**config.mk**
```make
export PLATFORM = sky130hd
export DESIGN_NAME = fetch_unit
export DESIGN_NICKNAME = d
export VERILOG_FILES = /design/src/rtl/fetch_unit.sv
export SDC_FILE = /design/constraint.sdc
export NUM_CORES = 1
export LEC_CHECK = 0
export ABC_AREA = 1
export BUFFER_PORTS_ARGS = -buffer_cell sky130_fd_sc_hd__buf_2
export CAP_MARGIN = 30
export CORE_MARGIN = 3
export CORE_UTILIZATION = 35
export CTS_CLUSTER_SIZE = 30
export DETAILED_ROUTE_END_ITERATION = 6
export HOLD_SLACK_MARGIN = 0.02
export SYNTH_ARGS = -nofsm -noshare
export SYNTH_HDL_FRONTEND = slang
export SYNTH_SLANG_ARGS = --single-unit
```
**constraint.sdc**
```tcl
create_clock -name Clk -period 11.5 [get_ports Clk]
set_clock_uncertainty 0.2 [all_clocks]
set_input_delay 2.875 -clock Clk [delete_from_list [all_inputs] [get_ports Clk]]
set_output_delay 2.875 -clock Clk [all_outputs]
set_load 0.005 [all_outputs]
```
**src/rtl/fetch_unit.sv**
```systemverilog
// Instruction-fetch stage: owns the PC, sequences IDLE/RUN/DONE and resolves
// branch-not-equal-zero through a small programmable absolute-target table.
module fetch_unit #(
  parameter int PC_W      = 10,
  parameter int INSTR_W   = 9,
  parameter int LUT_DEPTH = 8,
  parameter int LUT_AW    = 3,
  parameter logic [INSTR_W-1:0] HALT_INSTR = 9'h1FF,
  parameter int CNT_W     = 16
) (
  input  logic               Clk,
  input  logic               Reset,
  input  logic               Start,
  input  logic [INSTR_W-1:0] Instr_in,
  input  logic               Branch_en,
  input  logic               Zero,
  input  logic [LUT_AW-1:0]  Branch_idx,
  input  logic               Lut_we,
  input  logic [LUT_AW-1:0]  Lut_addr,
  input  logic [PC_W-1:0]    Lut_data,
  output logic [PC_W-1:0]    PC_out,
  output logic [2:0]         Opcode,
  output logic               Running,
  output logic               Done,
  output logic [CNT_W-1:0]   Cycle_cnt
);

  typedef enum logic [1:0] {IDLE, RUN, DONE} state_t;

  state_t           state, state_nx;
  logic [PC_W-1:0]  pc_nx;
  logic [CNT_W-1:0] cnt_nx;
  logic [PC_W-1:0]  lut [LUT_DEPTH];

  always_ff @(posedge Clk or posedge Reset) begin
    if (Reset) begin
      state     <= IDLE;
      PC_out    <= '0;
      Cycle_cnt <= '0;
    end else begin
      state     <= state_nx;
      PC_out    <= pc_nx;
      Cycle_cnt <= cnt_nx;
    end
  end

  // Nonblocking write keeps a same-edge branch on the old entry.
  always_ff @(posedge Clk or posedge Reset) begin
    if (Reset) begin
      for (int unsigned i = 0; i < LUT_DEPTH; i++) lut[i] <= '0;
    end else if (Lut_we) begin
      lut[Lut_addr] <= Lut_data;
    end
  end

  always_comb begin
    state_nx = state;
    pc_nx    = PC_out;
    cnt_nx   = Cycle_cnt;
    case (state)
      IDLE: begin
        pc_nx = '0;
        if (Start) begin
          state_nx = RUN;
          cnt_nx   = '0;
        end
      end
      RUN: begin
        cnt_nx = (Cycle_cnt == '1) ? Cycle_cnt : Cycle_cnt + CNT_W'(1);
        if (Instr_in == HALT_INSTR) state_nx = DONE;
        else if (Branch_en && !Zero) pc_nx = lut[Branch_idx];
        else pc_nx = PC_out + PC_W'(1);
      end
      DONE: begin
        if (Start) begin
          state_nx = RUN;
          pc_nx    = '0;
          cnt_nx   = '0;
        end
      end
      default: state_nx = IDLE;
    endcase
  end

  always_comb begin
    Running = (state == RUN);
    Done    = (state == DONE);
    Opcode  = (state == RUN) ? Instr_in[INSTR_W-1 -: 3] : 3'b000;
  end

endmodule

```
==> results.toml, run 1 <==
[run_status]
status = "complete, no violations"

[timing]
worstMarginPinSlew_ns = 0.998
max_freq_mhz = 159
rsz0062_at_grt = "no"
tns_ns = 0
final-setup-viol-count = 0
finalHoldViolations = 0
min_period_over_period_pct = 54.5
max-slew-margin-rel_pct = 33.4
timing.hold.ws_ns = 0.282
final_max_slew_viol_count = 0
fin_ws_ns = 5.23
finalCriticalPeriod_ns = 6.27

[placement]
gp_congestion = 0.804
hpwl_um = 8770
io_buffers = 61
dp_slack_ns = 5.23

[synthesis]
syn_inst = 734
synth_cell_types = 35
ys_seq_area_share_pct = 48.7
ys_seq_elements = 108
ys_warn_count = 0
synth.cell_area_mm2 = 0.00555
syn_avg_cell_area_um2 = 7.55
syn-num-nets = 767

[clock_network]
clock_latency_ns = 0.35
clk_pin_slew_ns = 0.07
clk_path_buf_depth = 2
cts_setup_buffers = 0
cts_root_buf = "clkbuf_16"
cts_made_buffers = 9
hold_buffers = 0
cts_resized = 0
htree_levels = 3
cts.sinks = 108
cts_tree = "done"

[routing]
route.detailed.wl_per_inst_um = 13.7
drt_iter0_drc = 394
vias_per_cell = 4.81
drcViolationCount = 0
wl_um = 13500
drt_pass1_iterations = 5
ant_nets = 0
vias = 4768

[grt]
overflow = 0
grt_pass1_wl_um = 22800
grt_pass1_vias = 4369
grt_max_degree = 60
grtUsageTotal_pct = 16.1
antenna_found_initial = 0

[critical_path]
worstPathArrival_ns = 3.20
timing.rr.start = "Cycle_cnt[0]"
timing.rr.end = "Cycle_cnt[0]"
critPathMaxStageDelay_ns = 0.11
reg2reg_depth = 7
start_kind = "input pin"
path_cells = "buf_2 > inv_1 > nor2_1 > buf_2"
ff2ff_setup_slack_ns = 9.59
crit_type = "in -> out"
cpMostUsedCell = "buf_2"
crit_required_ns = 8.43
critPathSlowestCell = "buf_2"
end_kind = "output pin"
cp_max_fo = 2

[floorplanning]
pin_count = 62
dieHeight_um = 132
num_rows = 45
dieWidth_um = 132
start_util_pct = 36.1
coreArea_mm2 = 0.0154
dieArea_mm2 = 0.0174

[hold_path]
hold_start = "lut[40]"
min_path_type = "reg -> reg"
holdPathStages = 2
min_to = "lut[40]"

[run]
maxCapViolations = 0

[pwr]
ir_worst_vdd_mv = 0.124
leakage_nw = 3.15
power_density_mw_per_mm2 = 180

[final_layout]
antenna_cells = 0
layout-drive-gt1-share_pct = 12.9
layout.nets = 810
syn_to_final_growth_pct = 13.8
==> final cells by class <==
cell class                 instances  area (um2)
clock inverter                     3        43.8
timing repair buffer              65         335
clock buffer                      12         267
inverter                          64         248
multi-input combinational        529        2450
tap                              211         264
sequential                       108        2700
fill                            1611        9060
==> report_power, final <==
part | switching (mW) | total, mW | internal [mW]
combinational | 0.165 | 0.279 | 0.114
sequential | 0.0693 | 0.534 | 0.465
clock | 0.138 | 0.324 | 0.186
==> critical path: cells and delay by family <==
family        cells  cell delay, ns
simple gates      1            0.09
buf+inv           3            0.23
==> metal layers <==
metal | up-vias | part of all wire (%) | global-route usage [%]
li1 | 2438 | - | -
met1 | 2204 | 50 | 23.3
met2 | 113 | 44 | 24.2
met3 | 13 | 5.3 | 3.66
met4 | 0 | 1.2 | 4.49
met5 | - | 0 | 0
==> flip-flops by register name, indices dropped and copies added (netlist names) <==
signal,cells
Cycle_cnt,16
PC_out,10
lut,80
state,2
==> cell usage after synthesis, drive strengths merged <==
library cell | number | share of area, %
o21ai | 88 | 8.1
clkbuf | 21 | 1.4
mux2i | 1 | 0.18
o211ai | 11 | 1.5
a21oi | 9 | 0.81
nor3 | 3 | 0.47
clkinv | 1 | 0.068
nand4 | 5 | 0.56
or2 | 1 | 0.16
nor2 | 58 | 4.5
o21bai | 2 | 0.27
dfrtp | 108 | 49
xor2 | 6 | 0.95
xnor2 | 1 | 0.16
o31ai | 1 | 0.14
nor3b | 2 | 0.27
nand2 | 259 | 18
nand3 | 74 | 6.8
inv | 63 | 4.4
and2 | 1 | 0.11
ha | 2 | 0.45
nand3b | 5 | 0.68
buf | 12 | 1.3
==> logic make-up (layout without fill, tap and decap cells) <==
group | after synthesis | count (layout) | share of synthesized area [%]
AND/OR/NAND/NOR | 408 | 408 | 31.5
AO/OA/AOI/OAI | 111 | 111 | 10.9
flip-flops | 108 | 108 | 48.7
buffers and inverters | 97 | 144 | 7.13
XOR/XNOR | 7 | 7 | 1.11
adder cells (fa/ha/maj) | 2 | 2 | 0.451
multiplexers | 1 | 1 | 0.181
==> how the worst max path moves through the flow <==
stage	startpoint	end	slack (ns)	cells after the start
finish	Instr_in[7]	Opcode[1]	5.23	4
global route	Instr_in[8]	Opcode[2]	5.15	4
CTS	Instr_in[6]	Opcode[0]	5.22	4
detailed placement	Instr_in[6]	Opcode[0]	5.23	4
global placement	Instr_in[6]	Opcode[0]	5.24	4
floorplan	Instr_in[8]	Opcode[2]	5.41	2
==> metrics by stage <==
step	total power, mW	utilization (%)	instances	area, um2
after floorplan	0.731	-	734	5550
after detailed placement	0.824	39.0	977	6000
after global placement	0.817	39.0	976	5990
after global routing	1.22	41.1	992	6310
after CTS	1.15	41.1	992	6310
final	1.14	41.1	992	6310
==> layout by cell type, fill, tap and decap left out, types with 2 or more instances in the layout <==
cell type and n:
nand2_1 254, dfrtp_1 108, o21ai_0 85, nand3_1 73, buf_2 61, inv_1 59
nor2_1 53, o211ai_1 11, a21oi_1 9, clkbuf_16 9, xor2_1 6, nand3b_1 5
nand4_1 5, buf_4 4, inv_4 3, nor2_2 3, nand2_4 3, o21ai_2 3
clkbuf_8 3, nand2_2 2, o21bai_1 2, nor3b_1 2, ha_1 2
Power figures use the tool's default switching activity.
==> inputs of run 2 (changes only) <==
--- a/config.mk
+++ b/config.mk
@@ -5,7 +5,7 @@
 export SDC_FILE = /design/constraint.sdc
 export NUM_CORES = 1
 export LEC_CHECK = 0
-export ABC_AREA = 1
+export ABC_AREA = 0
 export BUFFER_PORTS_ARGS = -buffer_cell sky130_fd_sc_hd__buf_2
 export CAP_MARGIN = 30
 export CORE_MARGIN = 3
==> constraint.sdc (replaced) <==
create_clock -name Clk -period 5.6 [get_ports Clk]
set_clock_uncertainty 0.2 [all_clocks]
set_input_delay 1.4 -clock Clk [delete_from_list [all_inputs] [get_ports Clk]]
set_output_delay 1.4 -clock Clk [all_outputs]
set_load 0.005 [all_outputs]
==> run 2 against run 1 <==
Against the previous run:
- combinational power increased by 85%
- setup slack got worse by 3.0 ns
- largest power group unchanged
- synthesized cell count decreased by 46%
- largest cell class unchanged
- wire length decreased by 13%
- highest routed layer is now met5
- sequential cell count unchanged
- critical path depth decreased by 1
==> results.toml, run 2 <==
[run_status]
status = "complete, no violations"

[critical_path]
crit_path_end = "Opcode[0]"
ff2ff_setup_slack_ns = 3.25
critPathLaunch = "Instr_in[6]"
cp_max_fo = 2
start_kind = "input pin"
crit_required_ns = 4.00
timing.rr.end = "PC_out[3]"
timing.rr.start = "state[1]"
crit_type = "in -> out"
worstPathArrival_ns = 1.75
reg2reg_depth = 7
end_kind = "output pin"

[timing]
tns_ns = 0
rsz0062_at_grt = "no"
max-slew-margin-rel_pct = 43.4
finalCriticalPeriod_ns = 3.35
min_period_over_period_pct = 59.7
final_max_slew_viol_count = 0
max_freq_mhz = 299
final-setup-viol-count = 0
finalHoldViolations = 0
worstMarginPinSlew_ns = 0.844

[synthesis]
syn_inst = 394
ys_top_cells_by_area = "dfrtp_1 (52%), mux2_2 (17%), mux4_2 (8.6%)"
synth.cell_area_mm2 = 0.00524
ys_seq_elements = 108
async_flop_share_pct = 100
synth_edf_count = 0
synth_top_area_share_pct = 51.6
ys_warn_count = 0
ys.flop_type = "dfrtp_1"
ys_seq_area_share_pct = 51.6
post-synth-top-area-cell = "dfrtp_1"
syn_avg_cell_area_um2 = 13.3
syn-num-nets = 427
synth_most_common_cell = "dfrtp_1"
synth_common_cells = "dfrtp_1 (108), mux2_2 (80), nand2_1 (21)"
synth_cell_types = 52

[final_layout]
antenna_cells = 0
layout.nets = 490
fin_cells = 646
largest_reg_flops = 80
syn_to_final_growth_pct = 16.0
multi_input_area_mm2 = 0.00243
n_fill_cell = 1361
largestRegisters = "lut (80), Cycle_cnt (16), PC_out (10)"
mostFrequentLayoutCell = "dfrtp_1"
regArea_mm2 = 0.00270
layout_common_cells = "dfrtp_1 (108), mux2_2 (80), buf_2 (61)"
max_flop_register = "lut"
layout-drive-gt1-share_pct = 42.2

[pwr]
p_clk_share_pct = 29.1
combPwrFrac_pct = 22.6
leakage_nw = 2.63
power_density_mw_per_mm2 = 378
p_sw_mw = 0.666
sw_frac_of_total_pct = 29.1
internal-power_mw = 1.63
ir_worst_vdd_mv = 0.152
p_seq_share_pct = 48.3

[routing]
drt_iter0_drc = 297
drt_pass1_iterations = 4
ant_nets = 0
wl_um = 11800
vias_per_cell = 5.44
drcViolationCount = 0
route.detailed.wl_per_inst_um = 18.3
vias = 3512

[floorplanning]
num_rows = 44
dieArea_mm2 = 0.0165
dieHeight_um = 128
coreArea_mm2 = 0.0146
pin_count = 62
start_util_pct = 35.9
dieWidth_um = 128

[clock_network]
cts.sinks = 108
clk_path_buf_depth = 2
htree_levels = 3
clock_latency_ns = 0.36
clk_pin_slew_ns = 0.07
cts_root_buf = "clkbuf_16"
cts_tree = "done"
cts_made_buffers = 9
cts_resized = 0
hold_buffers = 0
cts_setup_buffers = 0

[placement]
dp.cells = 629
io_buffers = 61
hpwl_um = 8040
gp_congestion = 0.750

[grt]
grt_pass1_vias = 3540
grt_max_degree = 79
grt_pass1_wl_um = 19000
antenna_found_initial = 1
grtUsageTotal_pct = 15.0
overflow = 0

[run]
maxCapViolations = 0

[hold_path]
min_path_type = "reg -> reg"
[run 2: worst min path at each step]
stage,endpoint,slack [ns],from,cells past startpoint
floorplan,lut[10],0.27,lut[10],1
detailed placement,lut[17],0.29,lut[17],1
global route,lut[1],0.32,lut[1],1
CTS,lut[17],0.31,lut[17],1
global placement,lut[42],0.28,lut[42],1
finish,lut[30],0.30,lut[30],1
[run 2: area by class of cell]
cell class                 count  share of cell area, %
clock inverter                 4                  0.927
clock buffer                  12                   4.22
inverter                       5                  0.350
sequential                   108                   44.5
tap                          184                   3.79
timing repair buffer          68                   6.28
multi-input combinational    265                   39.9
[run 2: power by group through the flow]
stage / clock network (mW) / registers [mW] / logic (mW)
5_1_grt: 0.716 / 1.14 / 0.578
3_5_place_dp: 0 / 1.12 / 0.523
2_1_floorplan: 0 / 1.08 / 0.366
6_report: 0.668 / 1.11 / 0.517
4_1_cts: 0.685 / 1.11 / 0.524
3_3_place_gp: 0 / 1.11 / 0.501
[run 2: through the flow]
step	power, mW	area, um2	util [%]	worst slack (ns)	hold slack, ns
floorplan	1.45	5240	-	1.15	0.274
global placement	1.61	5720	39.2	2.26	0.283
detailed placement	1.65	5730	39.3	2.21	0.290
CTS	2.32	6050	41.4	2.25	0.306
global route	2.43	6070	41.6	2.19	0.317
finish	2.29	6070	41.6	2.25	0.304
[run 2: cell families (layout without fill, tap and decap cells)]
family	count (synthesis)	in the layout	synth area share (%)
multiplexers	111	111	27.9
flip-flops	108	108	51.6
AND/OR/NAND/NOR	107	107	11.4
AO/OA/AOI/OAI	41	41	5.88
buffers and inverters	21	89	2.05
XOR/XNOR	4	4	0.669
adder cells (fa/ha/maj)	2	2	0.478
[run 2: metal layers]
| metal | global-route usage [%] | part of all wire, % | vias up |
|---|---|---|---|
| li1 | - | - | 1625 |
| met1 | 20.3 | 46 | 1793 |
| met2 | 23.0 | 47 | 76 |
| met3 | 4.08 | 4.9 | 16 |
| met4 | 6.05 | 1.8 | 2 |
| met5 | 0 | 0.11 | - |
[run 2: worst max-delay path, cell delays in order]
cell	delay, ns
buf_2	0.10
and2_1	0.12
buf_2	0.12
==> inputs of run 3 (changes only) <==
==> constraint.sdc (replaced) <==
create_clock -name Clk -period 2.9 [get_ports Clk]
set_clock_uncertainty 0.2 [all_clocks]
set_input_delay 0.725 -clock Clk [delete_from_list [all_inputs] [get_ports Clk]]
set_output_delay 0.725 -clock Clk [all_outputs]
set_load 0.005 [all_outputs]
==> run 3 against run 2 <==
Against the previous run:
- count of clock-buffer cells in the layout fell by 2
- global-route usage rose by 0.33 points
- setup slack got worse by 2.0 ns
- via count rose by 1.5%
- combinational power rose by 95%
==> results.toml, run 3 (synthesized netlist as in run 2, its figures left out) <==
[run_status]
status = "complete, no violations"

[floorplanning]
coreArea_mm2 = 0.0146
start_util_pct = 35.9
pin_count = 62
num_rows = 44
dieWidth_um = 128
dieArea_mm2 = 0.0165
dieHeight_um = 128

[routing]
drt_pass1_iterations = 4
wl_um = 12100
vias = 3563
route.detailed.wl_per_inst_um = 18.3
drt_iter0_drc = 285
ant_nets = 0
drcViolationCount = 0
vias_per_cell = 5.41

[final_layout]
fin_cells = 659
max_flop_register = "lut"
mostFrequentLayoutCell = "dfrtp_1"
syn_to_final_growth_pct = 17.8
antenna_cells = 0
layout_common_cells = "dfrtp_1 (108), mux2_2 (80), buf_2 (61)"
layout-drive-gt1-share_pct = 44.0
largestRegisters = "lut (80), Cycle_cnt (16), PC_out (10)"
largest_reg_flops = 80
layout.nets = 503

[grt]
grtUsageTotal_pct = 15.3
antenna_found_initial = 0
grt_pass1_vias = 3631
grt_pass1_wl_um = 19600
overflow = 0
grt_max_degree = 38

[timing]
tns_ns = 0
min_period_over_period_pct = 90.9
timing.hold.ws_ns = 0.303
rsz0062_at_grt = "no"
final_max_slew_viol_count = 0
worstMarginPinSlew_ns = 0.831
finalHoldViolations = 0
final-setup-viol-count = 0
max-slew-margin-rel_pct = 44.5
finalCriticalPeriod_ns = 2.64
max_freq_mhz = 379

[clock_network]
cts_root_buf = "clkbuf_16"
cts.sinks = 108
cts_setup_buffers = 0
cts_tree = "done"
cts_made_buffers = 9
clock_latency_ns = 0.36
htree_levels = 3
hold_buffers = 0
cts_resized = 0
clk_pin_slew_ns = 0.07
clk_path_buf_depth = 2

[critical_path]
cp_max_fo = 10
cp_top_family = "simple AND/OR/NAND/NOR gates"
crit_buf_inv = 2
end_kind = "output pin"
worstPathArrival_ns = 1.71
start_kind = "flop"
path_cells = "nand2b_1 > inv_2 > and2_1 > buf_2"
crit_type = "reg -> out"
critPathSlowestCell = "dfrtp_1"
critPathMaxStageDelay_ns = 0.45
crit_required_ns = 1.98

[placement]
gp_congestion = 0.802
dp.cells = 643
hpwl_um = 8550
io_buffers = 61

[hold_path]
min_path_type = "reg -> reg"

[pwr]
ir_worst_vdd_mv = 0.368
leakage_nw = 2.68
power_density_mw_per_mm2 = 723

[run]
maxCapViolations = 0
## run 3: metal layers
layer  up-vias  wire length [um]  track usage, %
met4         0               209            5.43
li1       1652                 -               -
met3        16               556            3.42
met1      1814              5510            20.8
met5         -                 0               0
met2        81              5780            24.3
## run 3: path summary, 6_finish.rpt
check | to | slack [ns] | cells past startpoint | from
min in group asynchronous | lut[79] | 0.32 | 2 | Reset
setup / recovery | Opcode[0] | 0.26 | 4 | state[1]
max in group asynchronous | lut[12] | 1.45 | 3 | Reset
hold reg to reg | lut[24] | 0.30 | 1 | lut[24]
hold / removal | lut[24] | 0.30 | 1 | lut[24]
setup reg to reg | Cycle_cnt[3] | 0.60 | 6 | Cycle_cnt[0]
## run 3: layout make-up
class	count	area, um2
multi-input cells	265	2430
flip-flops and latches	108	2700
clock buffers	10	239
clock inverters	6	77.6
well taps	184	230
inverters	5	22.5
fillers	1358	8420
repair buffers	81	468
## run 3: power breakdown
part / total, mW / internal, mW / switching, mW
Combinational: 1.01 / 0.572 / 0.440
Clock: 1.30 / 0.710 / 0.587
Sequential: 2.15 / 1.86 / 0.290
## run 3: through the flow
step,worst slack (ns),power [mW],util (%),area [um2]
finish,0.263,4.46,42.3,6170
global placement,0.355,3.15,40.1,5850
global route,0.161,4.72,42.3,6170
detailed placement,0.335,3.20,40.1,5850
CTS,0.257,4.51,42.3,6170
floorplan,0.604,2.80,-,5240
